**src/rtl/imem_pkg.sv**
```systemverilog
// ============================================================================
//  imem_pkg : shared instruction-memory widths and response-owner encoding
//  Rev 1.0
// ============================================================================
`default_nettype none

package imem_pkg;
  localparam int IMEM_ADDR_W = 16;
  localparam int IMEM_DATA_W = 32;

  typedef enum logic [1:0] {
    OWN_NONE   = 2'd0,
    OWN_FETCH  = 2'd1,
    OWN_LOADER = 2'd2
  } imem_owner_t;
endpackage

`default_nettype wire

```
**src/rtl/imem_arbiter_if.sv**
```systemverilog
// ============================================================================
//  imem_arbiter_if : fetch, loader and instruction-RAM port bundle
//  Rev 1.0
// ============================================================================
`default_nettype none

interface imem_arbiter_if;
  import imem_pkg::*;

  logic                   f_req;
  logic [IMEM_ADDR_W-1:0] f_addr;
  logic                   f_gnt;
  logic                   f_rvalid;
  logic [IMEM_DATA_W-1:0] f_rdata;

  logic                   l_req;
  logic                   l_we;
  logic [IMEM_ADDR_W-1:0] l_addr;
  logic [IMEM_DATA_W-1:0] l_wdata;
  logic                   l_lock;
  logic                   l_gnt;
  logic                   l_rvalid;
  logic [IMEM_DATA_W-1:0] l_rdata;

  logic                   mem_en;
  logic                   mem_we;
  logic [IMEM_ADDR_W-1:0] mem_addr;
  logic [IMEM_DATA_W-1:0] mem_wd;
  logic [IMEM_DATA_W-1:0] mem_rd;

  // Arbiter side
  modport slave (
    input  f_req, f_addr, l_req, l_we, l_addr, l_wdata, l_lock, mem_rd,
    output f_gnt, f_rvalid, f_rdata, l_gnt, l_rvalid, l_rdata,
           mem_en, mem_we, mem_addr, mem_wd
  );

  // Requester / memory side
  modport master (
    output f_req, f_addr, l_req, l_we, l_addr, l_wdata, l_lock, mem_rd,
    input  f_gnt, f_rvalid, f_rdata, l_gnt, l_rvalid, l_rdata,
           mem_en, mem_we, mem_addr, mem_wd
  );
endinterface

`default_nettype wire

```
**src/rtl/imem_arbiter.sv**
```systemverilog
// ============================================================================
//  imem_arbiter : single-port instruction RAM arbiter, fetch vs loader
//  Rev 1.0
// ============================================================================
`default_nettype none

module imem_arbiter
  import imem_pkg::*;
#(
  parameter int BURST_MAX = 4
) (
  input  wire logic     clk,
  input  wire logic     rst_n,
  imem_arbiter_if.slave bus
);

  localparam logic [7:0] c_burst_max = 8'(BURST_MAX);

  logic [7:0]  starve_q, starve_d;
  imem_owner_t owner_q, owner_d;

  logic w_f_win;
  logic w_f_gnt;
  logic w_l_gnt;
  logic w_f_rvalid;
  logic w_l_rvalid;

  always_comb begin
    // Fetch only overrides the loader once it has been starved long enough
    w_f_win = bus.f_req && !bus.l_lock && (!bus.l_req || (starve_q == c_burst_max));
    w_f_gnt = rst_n && w_f_win;
    w_l_gnt = rst_n && bus.l_req && !w_f_win;

    starve_d = starve_q;
    if (!bus.l_lock) begin
      if (w_f_gnt || !bus.f_req) begin
        starve_d = '0;
      end else if (w_l_gnt && (starve_q < c_burst_max)) begin
        starve_d = starve_q + 8'd1;
      end
    end

    owner_d = OWN_NONE;
    if (w_f_gnt) begin
      owner_d = OWN_FETCH;
    end else if (w_l_gnt && !bus.l_we) begin
      owner_d = OWN_LOADER;
    end
  end

  always_ff @(posedge clk or negedge rst_n) begin
    if (!rst_n) begin
      starve_q <= '0;
      owner_q  <= OWN_NONE;
    end else begin
      starve_q <= starve_d;
      owner_q  <= owner_d;
    end
  end

  assign w_f_rvalid = (owner_q == OWN_FETCH);
  assign w_l_rvalid = (owner_q == OWN_LOADER);

  assign bus.f_gnt    = w_f_gnt;
  assign bus.l_gnt    = w_l_gnt;
  assign bus.mem_en   = w_f_gnt || w_l_gnt;
  assign bus.mem_we   = w_l_gnt && bus.l_we;
  assign bus.mem_addr = w_f_gnt ? bus.f_addr : (w_l_gnt ? bus.l_addr : '0);
  assign bus.mem_wd   = w_l_gnt ? bus.l_wdata : '0;

  assign bus.f_rvalid = w_f_rvalid;
  assign bus.l_rvalid = w_l_rvalid;
  assign bus.f_rdata  = w_f_rvalid ? bus.mem_rd : '0;
  assign bus.l_rdata  = w_l_rvalid ? bus.mem_rd : '0;

endmodule

`default_nettype wire

```
**src/flat_wrapper.sv**
```systemverilog
// flat-port wrapper written by rule: the top's interface ports become plain ports
module imem_arbiter_flat import imem_pkg::*;
#(
  parameter int BURST_MAX = 4
)
  (clk, rst_n, bus_f_req, bus_f_addr, bus_l_req, bus_l_we, bus_l_addr, bus_l_wdata, bus_l_lock, bus_mem_rd, bus_f_gnt, bus_f_rvalid, bus_f_rdata, bus_l_gnt, bus_l_rvalid, bus_l_rdata, bus_mem_en, bus_mem_we, bus_mem_addr, bus_mem_wd);
  imem_arbiter_if bus_i ();
  input  wire logic clk;
  input  wire logic rst_n;
  input wire logic [$bits(bus_i.f_req)-1:0] bus_f_req;
  input wire logic [$bits(bus_i.f_addr)-1:0] bus_f_addr;
  input wire logic [$bits(bus_i.l_req)-1:0] bus_l_req;
  input wire logic [$bits(bus_i.l_we)-1:0] bus_l_we;
  input wire logic [$bits(bus_i.l_addr)-1:0] bus_l_addr;
  input wire logic [$bits(bus_i.l_wdata)-1:0] bus_l_wdata;
  input wire logic [$bits(bus_i.l_lock)-1:0] bus_l_lock;
  input wire logic [$bits(bus_i.mem_rd)-1:0] bus_mem_rd;
  output wire logic [$bits(bus_i.f_gnt)-1:0] bus_f_gnt;
  output wire logic [$bits(bus_i.f_rvalid)-1:0] bus_f_rvalid;
  output wire logic [$bits(bus_i.f_rdata)-1:0] bus_f_rdata;
  output wire logic [$bits(bus_i.l_gnt)-1:0] bus_l_gnt;
  output wire logic [$bits(bus_i.l_rvalid)-1:0] bus_l_rvalid;
  output wire logic [$bits(bus_i.l_rdata)-1:0] bus_l_rdata;
  output wire logic [$bits(bus_i.mem_en)-1:0] bus_mem_en;
  output wire logic [$bits(bus_i.mem_we)-1:0] bus_mem_we;
  output wire logic [$bits(bus_i.mem_addr)-1:0] bus_mem_addr;
  output wire logic [$bits(bus_i.mem_wd)-1:0] bus_mem_wd;
  assign bus_i.f_req = bus_f_req;
  assign bus_i.f_addr = bus_f_addr;
  assign bus_i.l_req = bus_l_req;
  assign bus_i.l_we = bus_l_we;
  assign bus_i.l_addr = bus_l_addr;
  assign bus_i.l_wdata = bus_l_wdata;
  assign bus_i.l_lock = bus_l_lock;
  assign bus_i.mem_rd = bus_mem_rd;
  assign bus_f_gnt = bus_i.f_gnt;
  assign bus_f_rvalid = bus_i.f_rvalid;
  assign bus_f_rdata = bus_i.f_rdata;
  assign bus_l_gnt = bus_i.l_gnt;
  assign bus_l_rvalid = bus_i.l_rvalid;
  assign bus_l_rdata = bus_i.l_rdata;
  assign bus_mem_en = bus_i.mem_en;
  assign bus_mem_we = bus_i.mem_we;
  assign bus_mem_addr = bus_i.mem_addr;
  assign bus_mem_wd = bus_i.mem_wd;
  imem_arbiter #(.BURST_MAX(BURST_MAX)) u_core (.clk(clk), .rst_n(rst_n), .bus(bus_i));
endmodule
```
**config.mk**
```make
export PLATFORM = sky130hd
export DESIGN_NAME = imem_arbiter_flat
export DESIGN_NICKNAME = d
export VERILOG_FILES = /design/src/rtl/imem_pkg.sv /design/src/rtl/imem_arbiter_if.sv /design/src/rtl/imem_arbiter.sv /design/src/flat_wrapper.sv
export SDC_FILE = /design/constraint.sdc
export NUM_CORES = 1
export LEC_CHECK = 0
export CAP_MARGIN = 15
export CORE_AREA = 2 2 85 87
export DETAILED_ROUTE_END_ITERATION = 6
export DIE_AREA = 0 0 87 89
export PLACE_DENSITY = 0.72
export SLEW_MARGIN = 20
export SYNTH_ARGS = -nofsm -noshare
export SYNTH_HDL_FRONTEND = slang
export SYNTH_SLANG_ARGS = --single-unit
export TNS_END_PERCENT = 5
```
**constraint.sdc**
```tcl
create_clock -name clk -period 5.8 [get_ports clk]
set_clock_uncertainty 0.1 [all_clocks]
set_input_delay 1.16 -clock clk [delete_from_list [all_inputs] [get_ports clk]]
set_output_delay 1.16 -clock clk [all_outputs]
set_load 0.03 [all_outputs]
```
# After elaboration in Yosys (flattened, before gate mapping)
# Index checks and enable logic that the tools add are counted.
[totals]
wordCells = 35
regBits = 10
n_memories = 0
out_inout_bits = 118
latch_bits = 0
mem_bits_rw = 0
in_bits = 102
mem_bits_ro = 0
[op_classes]
n_bitwise = 1
n_shift = 0
order_cmp = 1
n_mul = 0
reduce_logical = 18
n_eq_ne = 3
muxes = 9
n_div = 0
addsub = 1
[ops]
columns = ["op", "n"]
rows = [
  ["$mux 32", 3],
  ["$mux 16", 2],
  ["$mux 8", 2],
  ["$add 8x1->8 const B", 1],
  ["$eq 8x3->1 const B", 1],
  ["$logic_and 1x1->1", 8],
  ["$lt 8x3->1 const B", 1],
  ["$logic_not 1->1", 5],
  ["$mux 2", 2],
  ["$logic_or 1x1->1", 3],
  ["$eq 2x1->1 const B", 1],
  ["$eq 2x2->1 const B", 1],
  ["$reduce_and 2->1", 1],
  ["$reduce_bool 2->1", 1],
  ["$not 1->1", 1],
]

# Depth between registers and ports, before layout
# Gate-level depths: netlist of the first run.
[logic_depth]
ltp_word = 8
depth_mapped = 7
depth_no_buf = 6

# Worst setup path after synthesis of the first run
# No wires, ideal clock.
[synth_path]
path_kind = "input to output"
start = "input port rst_n"
end = "output port bus_mem_en"
slack_ns = 2.225
t_required_ns = 4.540
t_arrival_ns = 2.315
path_buffers = 1
stages = 5
cell_sequence = "nor4b_4 a21oi_2 nor3b_4 buf_6 nand2b_1"
[synth_via]
elab_cells_between_ends = 4
classes_between = "reduce/logical (4)"
[synth_rtl]
columns = ["item", "line_no", "source"]
rows = [
  ["start: declaration", "flat_wrapper.sv:9", "input wire logic rst_n;"],
  ["$logic_and 1x1->1", "imem_arbiter.sv:31", "w_f_gnt = rst_n && w_f_win;"],
  ["net bus_f_gnt", "flat_wrapper.sv:18", "output wire logic [$bits(bus_i.f_gnt)-1:0] bus_f_gnt;"],
  ["$logic_or 1x1->1", "imem_arbiter.sv:66", "assign bus.mem_en = w_f_gnt || w_l_gnt;"],
  ["end: declaration", "flat_wrapper.sv:24", "output wire logic [$bits(bus_i.mem_en)-1:0] bus_mem_en;"],
]
# The timed path passes the listed nets, and every way through them passes these cells.

# Worst setup path in the final report of the first run
[layout_path]
start = "input port rst_n"
end = "output port bus_mem_addr[1]"
[layout_via]
elab_chain_cells = 4
elab_cells_between_ends = 5
classes_between = "mux (2); reduce/logical (3)"
[layout_rtl]
columns = ["item", "line_no", "source"]
rows = [
  ["$logic_and 1x1->1 (2 in a row)", "imem_arbiter.sv:32", "w_l_gnt = rst_n && bus.l_req && !w_f_win;"],
  ["$mux 16", "imem_arbiter.sv:68", "assign bus.mem_addr = w_f_gnt ? bus.f_addr : (w_l_gnt ? bus.l_addr : '0);"],
  ["$mux 16 *", "imem_arbiter.sv:68", ""],
  ["end: declaration", "flat_wrapper.sv:26", "output wire logic [$bits(bus_i.mem_addr)-1:0] bus_mem_addr;"],
]
# Mark *: on every way between the ends. The rest lies on a longest branch, timed or not.

==> impl_results.md, run 1 <==
- Worst-path maximum fanout: 13
- Reg area: 250 µm²
- Vias: 2,021
- Synth top area share: 0.456
- Min Hold Slack: 438 ps
- Die extent in x: 87 µm
- # Post-CTS Setup Buffers: 0
- Top-count cell post-synth: and2_1
- Buf/Inv on CP: 4
- Design area: 0.00368 mm²
- Yosys warning count: 0
- DRT Pass-1 Iters: 4
- First-pass GRT wire length: 9040 µm
- Metal2 WL: 3890 µm
- Die Area: 0.00774 mm²
- Hold Vio Cnt, Final: 0
- Number of synthesized flops with an enable pin: 0
- Vias in the first global route: 1,937
- Sequential fraction of the synthesis area: 0.188
- Max Used Layer: met3
- Clock sinks: 10
- Setup-failing EPs final: 0
- Maximum VDD drop: 0.0697 mV
- Critical path's top delay family: buffers and inverters
- Final Net Count: 492
- Average via count per standard cell: 4.33
- Top cells by area, synth: and2_1 (46%), dfrtp_1 (19%), a22o_2 (6.0%)
- CTS hold repair buffers: 0
- Area growth syn-to-layout: 176%
- Placed insts: 463
- Clk buf depth: 2
- Pin count of the biggest net entering global routing: 34
- Setup WS post-layout: 888 ps
- Worst-Skew Late Latency: 230 ps
- Cell Count, Final, Fillers Out: 467
- Rel. slew slack: 0.654
- Row Count: 30
- GRT Overall Usage: 0.147
- Clk pin slew, worst setup/hold paths: 50 ps
- Tightest Pin Transition: 514 ps
- # DRC: 0
- PortBufs: 219
- Critical Setup Path Class: in2out
- Post-synth ARST share: 1.00
- Max-Cap Viols: 0
- Leakage power: 1.47 nW
- Cell count after synthesis: 170
- Ports: 220
- Number of CTS-inserted buffers: 3
- CP max-delay cell: clkdlybuf4s50_1
- # H-tree levels: 1
- CP endpoint kind: primary output
- Post-Place Worst Slack: 894 ps
- Layout cells sized above 1: 0.0594
- Initial Util: 0.198
- Setup_tns: 0 ps
- Slowest cell delay on critical path: 670 ps
- Crit start category: primary input
- Post-cts sizing count: 0
- Cell Pwr Density: 104 mW/mm²
- Flops & latches, synth: 10
- Gpl congestion: 0.742
- Detail Route Antenna Nets: 0
- Syn avg cell area: 7.83 µm²
- Placed inst area: 0.00362 mm²
- FILL cells: 627
- Grt ovf: 0
- Minimum clock period: 4910 ps
- Critical path required time: 4540 ps
- RSZ-0062 raised after global routing: no
- Synth cell count leaders: and2_1 (97), dfrtp_1 (10), nor2b_1 (10)
- Area occupied by multi-input gates: 0.00103 mm²
- 1st-iter DRT viols: 17
- Initial antenna violation count: 0
- Antenna Cells: 0
- Height of the die: 89 µm
- Dominant cell type by area after synthesis: and2_1
- Core area: 0.00672 mm²
- Routed WL: 6570 µm
- WL/cell: 14.1 µm
- Synth cell types: 27
- Met1 WL: 1980 µm
- Worst hold path type: reg2reg
- DP HPWL: 5800 µm
- CTS root buf: clkbuf_8
- Main synth FF type: dfrtp_1
- Syn_nets: 274
- CTS tree: done
- Fmax: 204 MHz
- Status: finished, final reports clean
- Critical Path AT: 3650 ps
- Critical Path, Cell by Cell: clkdlybuf4s50_1 -> buf_4 -> nor2b_1 -> a21oi_2 -> nor3b_4 -> buf_4 -> a22o_1 -> clkdlybuf4s50_1
- Met3 Wirelength: 702 µm
- Cell area after synthesis: 0.00133 mm²
- Tcrit/Tclk final: 0.847
- Final Max Tran Viols: 0
-- state kept, by name, summed over array words and instances, names as in the netlist --
name,flops
u_core.owner_q,2
u_core.starve_q,8
-- layout make-up --
type | instances | share of cell area
inverters | 3 | 0.00306
repair buffers | 225 | 0.608
flip-flops and latches | 10 | 0.0680
clock buffers | 4 | 0.0150
multi-input cells | 145 | 0.279
well taps | 80 | 0.0272
-- stage by stage --
stage	utilization	power, mW
final	0.548	0.381
after global routing	0.548	0.399
after CTS	0.548	0.386
after detailed placement	0.539	0.298
after global placement	0.539	0.297
after floorplan	-	0.167
-- cell usage in the layout (no fill, tap or decap), types with 2 or more instances in the layout --
cell type | netlist | routed
buf_4 | 0 | 6
nand2_1 | 2 | 2
ha_1 | 2 | 2
nor2b_1 | 10 | 10
dfrtp_1 | 10 | 10
a22o_1 | 8 | 8
a22o_2 | 8 | 8
nand4_1 | 2 | 2
and2_1 | 97 | 97
nor3_1 | 2 | 2
clkbuf_8 | 0 | 4
clkdlybuf4s50_1 | 0 | 219
inv_1 | 3 | 3
-- layer usage --
layer / vias up / track usage
met5: - / 0
met4: 0 / 0.0213
met3: 0 / 0.0342
met2: 130 / 0.326
met1: 894 / 0.133
li1: 997 / -
-- cell families after synthesis --
| logic type | after synthesis | share of synthesized area |
|---|---|---|
| AOI/OAI and AO/OA | 22 | 0.151 |
| adders and majority gates | 2 | 0.0188 |
| buffers and inverters | 15 | 0.0498 |
| DFF | 10 | 0.188 |
| muxes | 1 | 0.00752 |
| and+or+nand+nor | 120 | 0.585 |
-- power by group --
part           switching (mW)  total [mW]  internal [mW]
Combinational          0.0986       0.222          0.123
Clock                  0.0262      0.0857         0.0596
Sequential            0.00168      0.0739         0.0722
Total                   0.126       0.381          0.255
-- worst reg2reg max path: stages, from the launching register on --
cell and delay, ps:
dfrtp_1 390, inv_1 110, ha_1 160, and4bb_2 280
a21oi_2 110, a21oi_1 410, nor2b_1 100
-- path summary, 6_finish.rpt --
path	end	cells after the start	from	slack, ps
worst max-delay path	bus_mem_addr[1]	8	rst_n	890
worst min-delay path	u_core.starve_q[2]	2	u_core.starve_q[2]	440
worst max register to register	u_core.starve_q[5]	6	u_core.starve_q[0]	4010
worst min register to register	u_core.starve_q[2]	2	u_core.starve_q[2]	440
max in group asynchronous	u_core.starve_q[2]	2	rst_n	4270
min in group asynchronous	u_core.starve_q[6]	2	rst_n	1180
Note: power is estimated with default switching activity, not from simulation.
==> run 2, diff against run 1 <==
- CORE_AREA: 2 2 85 87 -> 2 2 86 88
- DIE_AREA: 0 0 87 89 -> 0 0 88 90
- PLACE_DENSITY: 0.72 -> 0.7
- clock period: 5.8 -> 4.75 ns (I/O delays scaled with it)
==> run 2 against run 1 <==
Compared with the run above: worst hold slack improved by 2.5 ps; utilization down 2.6 points; sequential power grew 22%; combinational power grew 22%; global-route usage is 1.3 points higher; non-clock buffer count did not move; sequential share of layout area barely moved.
==> impl_results.md, run 2 (same netlist as run 1, synthesis figures left out) <==
- Critical path required time: 3700 ps
- Final Max Tran Viols: 0
- Clk buf depth: 2
- Initial antenna violation count: 0
- Maximum VDD drop: 0.0789 mV
- CTS hold repair buffers: 0
- # H-tree levels: 1
- CTS tree: done
- Critical path's top delay family: buffers and inverters
- Row Count: 31
- Met3 Wirelength: 732 µm
- # DRC: 0
- PortBufs: 219
- Post-cts sizing count: 0
- Largest register by flop count: u_core.starve_q
- Worst hold path type: reg2reg
- Pin count of the biggest net entering global routing: 34
- Commonest cells after routing, fill and taps aside: clkdlybuf4s50_1 (202), and2_1 (97), buf_4 (22), nor2b_1 (10), dfrtp_1 (10)
- Tcrit/Tclk final: 0.849
- Setup-failing EPs final: 0
- Max-Cap Viols: 0
- Number of CTS-inserted buffers: 3
- Leakage power: 1.49 nW
- Max Used Layer: met4
- Area growth syn-to-layout: 175%
- CP endpoint kind: primary output
- Initial Util: 0.190
- Gpl congestion: 0.775
- Critical Path, Cell by Cell: clkdlybuf4s50_1 -> nand2_1 -> a41oi_4 -> buf_4 -> and2_1 -> clkdlybuf4s50_1
- Grt ovf: 0
- Height of the die: 90 µm
- Vias: 2,006
- Minimum clock period: 4030 ps
- Setup_tns: 0 ps
- Critical Setup Path Class: in2out
- Ports: 220
- DP HPWL: 5840 µm
- Clock sinks: 10
- GRT Overall Usage: 0.160
- Average via count per standard cell: 4.14
- Final Net Count: 492
- Slowest cell delay on critical path: 690 ps
- Crit start category: primary input
- Commonest non-fill, non-tap cell in the layout: clkdlybuf4s50_1
- Worst-path maximum fanout: 27
- Critical Path AT: 2980 ps
- Met1 WL: 1970 µm
- Clk pin slew, worst setup/hold paths: 40 ps
- Layout cells sized above 1: 0.101
- RSZ-0062 raised after global routing: no
- DRT Pass-1 Iters: 4
- R2r endpoint: u_core.starve_q[2]
- Vias in the first global route: 2,067
- Routed WL: 6680 µm
- Reg2reg start: u_core.starve_q[0]
- First-pass GRT wire length: 9910 µm
- Biggest regs: u_core.starve_q: 8 flops, u_core.owner_q: 2 flops
- Worst-Skew Late Latency: 240 ps
- Hold Vio Cnt, Final: 0
- Worst Hold Depth: 2
- 1st-iter DRT viols: 16
- Detail Route Antenna Nets: 0
- # Post-CTS Setup Buffers: 0
- WHS Endpoint: u_core.starve_q[2]
- Hold_sp: u_core.starve_q[2]
- Reg area: 250 µm²
- Status: finished, final reports clean
- Buf/Inv on CP: 3
- Tightest Pin Transition: 490 ps
- Placed insts: 482
- Area occupied by multi-input gates: 0.00103 mm²
- Die extent in x: 88 µm
- Antenna Cells: 0
- Max reg flops: 8
- WL/cell: 13.8 µm
- FILL cells: 661
- R2r worst-path depth: 6
- Cell Count, Final, Fillers Out: 485
- Reg2reg setup slack: 2940 ps
- Fmax: 248 MHz
- CTS root buf: clkbuf_8
- Metal2 WL: 3890 µm
- Die Area: 0.00792 mm²
- CP max-delay cell: clkdlybuf4s50_1
- Cell Pwr Density: 122 mW/mm²
- Rel. slew slack: 0.671
- Core area: 0.00702 mm²
- Cell mode on critical path: clkdlybuf4s50_1
-- run 2: cell count changes in the layout (fill, tap and decap cells not counted) --
cell,before,now
clkdlybuf4s50_1,219,202
buf_12,0,1
clkbuf_8,4,3
buf_4,6,22
-- run 2: how the worst max path moves through the flow --
stage / end / cells past startpoint / slack, ps / start
finish: bus_mem_wd[14] / 6 / 720 / rst_n
global route: bus_f_gnt / 6 / 560 / rst_n
CTS: bus_f_gnt / 6 / 660 / rst_n
detailed placement: bus_f_gnt / 6 / 680 / rst_n
global placement: bus_f_gnt / 6 / 700 / rst_n
floorplan: bus_mem_en / 5 / 1600 / rst_n
-- run 2: worst min-delay path: stages (launching register included) --
cell     delay, ps
dfrtp_1        370
a31oi_1         50
nor2_1          80
-- run 2: cell type report --
cell class,count,share of cell area
Sequential cell,10,0.0684
Tap cell,99,0.0338
Inverter,3,0.00308
Timing Repair Buffer,225,0.603
Clock buffer,3,0.0113
Multi-Input combinational cell,145,0.280
-- run 2: stage by stage --
step	utilization	cell area, µm²	hold slack (ps)	setup slack [ps]	total power, mW
2_1_floorplan	-	1330	378	1600	0.204
3_3_place_gp	0.515	3620	426	702	0.362
3_5_place_dp	0.515	3620	430	680	0.364
4_1_cts	0.521	3660	439	662	0.453
5_1_grt	0.521	3660	503	563	0.471
6_report	0.521	3660	440	716	0.448
-- run 2: per-layer routing --
metal	global-route usage	vias to the layer above
li1	-	996
met3	0.0395	4
met1	0.127	874
met5	0	-
met2	0.349	132
met4	0.0500	0
-- run 2: where the power goes --
part	switching, mW	internal, mW
logic	0.121	0.149
registers	0.00211	0.0882
clock network	0.0319	0.0554
total	0.155	0.292
